**config.mk**
```make
export PLATFORM = sky130hd
export DESIGN_NAME = adv_timer_capture
export DESIGN_NICKNAME = d
export VERILOG_FILES = /design/src/rtl/adv_timer_capture.sv
export SDC_FILE = /design/constraint.sdc
export NUM_CORES = 1
export LEC_CHECK = 0
export CAP_MARGIN = 10
export CORE_UTILIZATION = 38
export DETAILED_ROUTE_END_ITERATION = 8
export GPL_ROUTABILITY_DRIVEN = 0
export SYNTH_ARGS = -nofsm -noshare
export SYNTH_HDL_FRONTEND = slang
export SYNTH_SLANG_ARGS = --single-unit
export TNS_END_PERCENT = 50
```
**constraint.sdc**
```tcl
create_clock -name clk_i -period 2.9 [get_ports clk_i]
set_clock_uncertainty 0.05 [all_clocks]
set_input_delay 0.29 -clock clk_i [delete_from_list [all_inputs] [get_ports clk_i]]
set_output_delay 0.29 -clock clk_i [all_outputs]
set_load 0.01 [all_outputs]
```
**src/rtl/adv_timer_capture.sv**
```systemverilog
// PWM input capture: measures period and active time of an asynchronous input,
// in prescaled ticks, and presents results through a valid/ready handshake.
module adv_timer_capture #(
   parameter int CNT_W       = 16,
   parameter int SYNC_STAGES = 2
) (
   input  logic             clk_i,
   input  logic             rst_i,
   input  logic             cfg_en_i,
   input  logic             cfg_pol_i,
   input  logic [7:0]       cfg_presc_i,
   input  logic             signal_i,
   input  logic             meas_ready_i,
   output logic             meas_valid_o,
   output logic [CNT_W-1:0] meas_period_o,
   output logic [CNT_W-1:0] meas_high_o,
   output logic             ovf_o,
   input  logic             ovf_clr_i,
   output logic             drop_o,
   output logic             busy_o
);

   typedef enum logic [1:0] {IDLE, ARM, HIGH, LOW} state_t;
   state_t state_q, state_d;

   logic [SYNC_STAGES-1:0] sync_q;
   logic                   act_q, act_prev_q;
   logic                   pol_q, seen_low_q;
   logic [7:0]             presc_q, pcnt_q;
   logic [CNT_W-1:0]       cnt_q, cnt_now, high_q;
   logic [CNT_W-1:0]       period_res_q, high_res_q;
   logic                   valid_q, drop_q, ovf_q;
   logic                   pol_eff, rise, fall, tick, at_max, measuring;
   logic                   arm_load, clr_cnt, cap_high, publish, ovf_set;

   // While idle the edge register follows the live polarity, so the first ARM
   // cycle already reflects the polarity frozen on arming.
   assign pol_eff   = (state_q == IDLE) ? cfg_pol_i : pol_q;
   assign rise      = act_q & ~act_prev_q;
   assign fall      = ~act_q & act_prev_q;
   assign measuring = (state_q == HIGH) || (state_q == LOW);
   assign tick      = (pcnt_q == presc_q);
   assign at_max    = &cnt_q;
   assign cnt_now   = tick ? cnt_q + CNT_W'(1) : cnt_q;

   always_ff @(posedge clk_i) begin
      if (rst_i) begin
         sync_q     <= '0;
         act_q      <= 1'b0;
         act_prev_q <= 1'b0;
      end else begin
         sync_q     <= {sync_q[SYNC_STAGES-2:0], signal_i};
         act_q      <= sync_q[SYNC_STAGES-1] ^ pol_eff;
         act_prev_q <= act_q;
      end
   end

   always_ff @(posedge clk_i) begin
      if (rst_i) state_q <= IDLE;
      else       state_q <= state_d;
   end

   always_comb begin
      state_d  = state_q;
      arm_load = 1'b0;
      clr_cnt  = 1'b0;
      cap_high = 1'b0;
      publish  = 1'b0;
      ovf_set  = 1'b0;
      if (!cfg_en_i) begin
         state_d = IDLE;
      end else begin
         case (state_q)
            IDLE: begin
               state_d  = ARM;
               arm_load = 1'b1;
            end
            ARM: begin
               if (rise && seen_low_q) begin
                  state_d = HIGH;
                  clr_cnt = 1'b1;
               end
            end
            HIGH: begin
               if (tick && at_max) begin
                  ovf_set = 1'b1;
                  state_d = ARM;
               end else if (fall) begin
                  cap_high = 1'b1;
                  state_d  = LOW;
               end
            end
            LOW: begin
               if (tick && at_max) begin
                  ovf_set = 1'b1;
                  state_d = ARM;
               end else if (rise) begin
                  publish = 1'b1;
                  clr_cnt = 1'b1;
                  state_d = HIGH;
               end
            end
            default: state_d = IDLE;
         endcase
      end
   end

   // Inactive level must be observed during an earlier ARM cycle before a rise counts.
   always_ff @(posedge clk_i) begin
      if (rst_i) seen_low_q <= 1'b0;
      else       seen_low_q <= (state_q == ARM) && (state_d == ARM) && (seen_low_q || !act_q);
   end

   always_ff @(posedge clk_i) begin
      if (rst_i) begin
         pol_q   <= 1'b0;
         presc_q <= '0;
      end else if (arm_load) begin
         pol_q   <= cfg_pol_i;
         presc_q <= cfg_presc_i;
      end
   end

   always_ff @(posedge clk_i) begin
      if (rst_i || clr_cnt || !measuring) begin
         cnt_q  <= '0;
         pcnt_q <= '0;
      end else if (tick) begin
         cnt_q  <= cnt_now;
         pcnt_q <= '0;
      end else begin
         pcnt_q <= pcnt_q + 8'd1;
      end
   end

   always_ff @(posedge clk_i) begin
      if (rst_i)         high_q <= '0;
      else if (cap_high) high_q <= cnt_now;
   end

   always_ff @(posedge clk_i) begin
      if (rst_i) begin
         valid_q      <= 1'b0;
         drop_q       <= 1'b0;
         period_res_q <= '0;
         high_res_q   <= '0;
      end else begin
         drop_q <= 1'b0;
         if (publish) begin
            if (valid_q && !meas_ready_i) begin
               drop_q <= 1'b1;
            end else begin
               valid_q      <= 1'b1;
               period_res_q <= cnt_now;
               high_res_q   <= high_q;
            end
         end else if (valid_q && meas_ready_i) begin
            valid_q <= 1'b0;
         end
      end
   end

   always_ff @(posedge clk_i) begin
      if (rst_i)          ovf_q <= 1'b0;
      else if (ovf_set)   ovf_q <= 1'b1;
      else if (ovf_clr_i) ovf_q <= 1'b0;
   end

   assign meas_valid_o  = valid_q;
   assign meas_period_o = period_res_q;
   assign meas_high_o   = high_res_q;
   assign ovf_o         = ovf_q;
   assign drop_o        = drop_q;
   assign busy_o        = (state_q != IDLE);

endmodule

```
==> results.json <==
{
  "status": "finished clean",
  "clock_path_buffers": 2,
  "route.detailed.drc": 0,
  "synth_seq_cells": 91,
  "tightestPinTransition_ps": 1050,
  "final_area_um2": 4490,
  "cpPeakStageDelay_ps": 520,
  "p_leak_nw": 1.40,
  "fill_cells": 947,
  "dp_hpwl_mm": 5.79,
  "io_buffers": 50,
  "synth_ff_type": "dfxtp_1",
  "antenna_cells": 0,
  "drt-pass1-iter-count": 4,
  "die_w_um": 101,
  "coreArea_um2": 9370,
  "grt_max_degree": 52,
  "synth_top_area_frac": 0.489,
  "clk_pin_slew_ps": 100,
  "clock_latency_ps": 360,
  "worst-path-buf-inv": 1,
  "cap_viol_max_count": 0,
  "drive_gt1_frac": 0.102,
  "yosysMostFrequentCell": "dfxtp_1",
  "postCtsHoldBufs": 0,
  "postSynthCellCount": 408,
  "cp_max_fo": 16,
  "grt_pass1_wl_mm": 13.9,
  "fin_util": 0.479,
  "placed_cells": 565,
  "cts-resized-gates": 0,
  "htree_levels": 3,
  "worst_ep_arrival_time_ps": 2630,
  "num_io_pins": 51,
  "finalNetCount": 464,
  "postCtsSetupRepairBufs": 0,
  "tns_ps": 0,
  "avgSynthCellArea_um2": 9.12,
  "dieArea_um2": 10200,
  "cts_root_buf": "clkbuf_8",
  "path_delay_family": "simple AND/OR/NAND/NOR gates",
  "syn_to_final_growth_pct": 20.7,
  "grtUsageTotal": 0.174,
  "drtIter0Drc": 188,
  "row_count": 35,
  "period_minus_slack_ps": 2400,
  "slew_violations": 0,
  "syn-cell-area_um2": 3720,
  "crit_chain": "ha_1 -> and3_1 -> nand3_2 -> or4_1 -> buf_4 -> and2_4 -> a211oi_1",
  "fmax_ghz": 0.417,
  "cts_made_buffers": 9,
  "synthDistinctLibCells": 39,
  "stdcell_count": 581,
  "final_hold_viol_count": 0,
  "crit_type": "reg -> reg",
  "cp_data_required_time_ps": 3130,
  "worstSetupStartpointType": "flip-flop",
  "synth_edf_count": 0,
  "worstHoldPathType": "in -> reg",
  "cp-end-kind": "flip-flop",
  "post_drt_wl_per_cell_um": 14.4,
  "grt_pass1_vias": 2775,
  "netlist_top_cells_area": "dfxtp_1 (49%), a21oi_1 (8.2%), xnor2_1 (5.2%)",
  "ys_seq_area_frac": 0.489,
  "start_util": 0.397,
  "setup_viol": 0,
  "reg2reg_setup_slack_ps": 500,
  "postRouteAntennaNets": 0,
  "syn-num-nets": 425,
  "crit_slowest_cell": "or4_1",
  "post-route-period-util": 0.828,
  "place_area_um2": 4310,
  "cts.sink_count": 91,
  "async_flop_share": 0,
  "yosys.area.top_type": "dfxtp_1",
  "vias_per_cell": 5.11,
  "overflow": 0,
  "vdd_drop_max_mv": 0.304,
  "antenna_found_initial": 0,
  "powerDensity_nw_per_um2": 487,
  "yosys_warnings": 0,
  "wl_mm": 8.34,
  "ys_top_cells_by_count": "dfxtp_1 (91), a21oi_1 (61), nor2_1 (33), nand2_1 (28), nand3_1 (25)",
  "slew_headroom": 0.298,
  "rsz0062_at_grt": "false",
  "vias": 2969,
  "cts_tree": "done",
  "chipHeight_um": 101,
  "worst_hold_slack_ps": 228
}
==> placed cells by master, fill, tap and decap left out, types with 3 or more instances in the layout <==
cell and n:
a211oi_1 22, a211oi_2 10, a21oi_1 61, and3_1 5, and4_1 4, buf_4 9, clkbuf_8 9, clkdlybuf4s50_1 49
dfxtp_1 91, inv_1 6, nand2_1 28, nand2b_1 3, nand3_1 25, nand4_1 7, nor2_1 33, nor3_1 10
nor4_1 5, o21ai_0 17, xnor2_1 22, xnor2_2 4, xor2_1 4
==> metal layers <==
metal  routed length [um]  up-vias  track usage
met5                    0        -            0
met4                  113        0       0.0435
met3                  360        8       0.0520
met2                 3710       50        0.252
met1                 4160     1389        0.249
li1                     -     1522            -
==> cell type report <==
class / count / area, um^2 / share of cell area
repair buffers: 59 / 563 / 0.125
clock buffers: 9 / 124 / 0.0276
clock inverters: 7 / 61.3 / 0.0136
flip-flops and latches: 91 / 1820 / 0.406
multi-input cells: 280 / 1740 / 0.387
inverters: 6 / 22.5 / 0.00501
well taps: 129 / 161 / 0.0359
==> sequential cells by signal (all words and copies together) (netlist names) <==
signal / cells
high_q: 16
sync_q: 2
act_q: 1
seen_low_q: 1
meas_period_o: 16
meas_high_o: 16
act_prev_q: 1
cnt_q: 16
state_q: 2
presc_q: 8
pcnt_q: 8
ovf_o: 1
pol_q: 1
drop_o: 1
meas_valid_o: 1
==> power by group <==
group	switching [mW]	leakage (nW)	internal [mW]
combinational	0.0682	0.576	0.0439
sequential	0.00956	0.735	1.26
clock	0.479	0.0936	0.328
total	0.557	1.40	1.63
==> worst reg2reg max path: stages, from the launching register on <==
cell and delay (ps):
dfxtp_1 400, ha_1 180, and3_1 330, nand3_2 160
or4_1 520, buf_4 210, and2_4 230, a211oi_1 260
==> path summary, 6_finish.rpt <==
path,cells past startpoint,to,start
setup / recovery,7,high_q[7],cnt_q[0]
hold / removal,2,act_q,rst_i
setup reg to reg,7,high_q[7],cnt_q[0]
hold reg to reg,1,sync_q[1],sync_q[0]
==> logic make-up (layout without fill, tap and decap cells) <==
logic type | count (synthesis) | count (layout) | share of synthesized area
adders and majority gates | 3 | 3 | 0.00941
xor gates and xnor gates | 30 | 30 | 0.0787
DFF | 91 | 91 | 0.489
and+or+nand+nor | 132 | 132 | 0.185
muxes | 2 | 2 | 0.00538
AOI/OAI and AO/OA | 113 | 113 | 0.189
buffers and inverters | 37 | 81 | 0.0437
==> through the flow <==
stage                     power (mW)  worst slack, ps
after floorplan                 1.37              688
final                           2.19              499
after CTS                       2.22              507
after global placement          1.41              591
after global routing            2.28              369
after detailed placement        1.41              529
(Power assumes the default switching activity.)
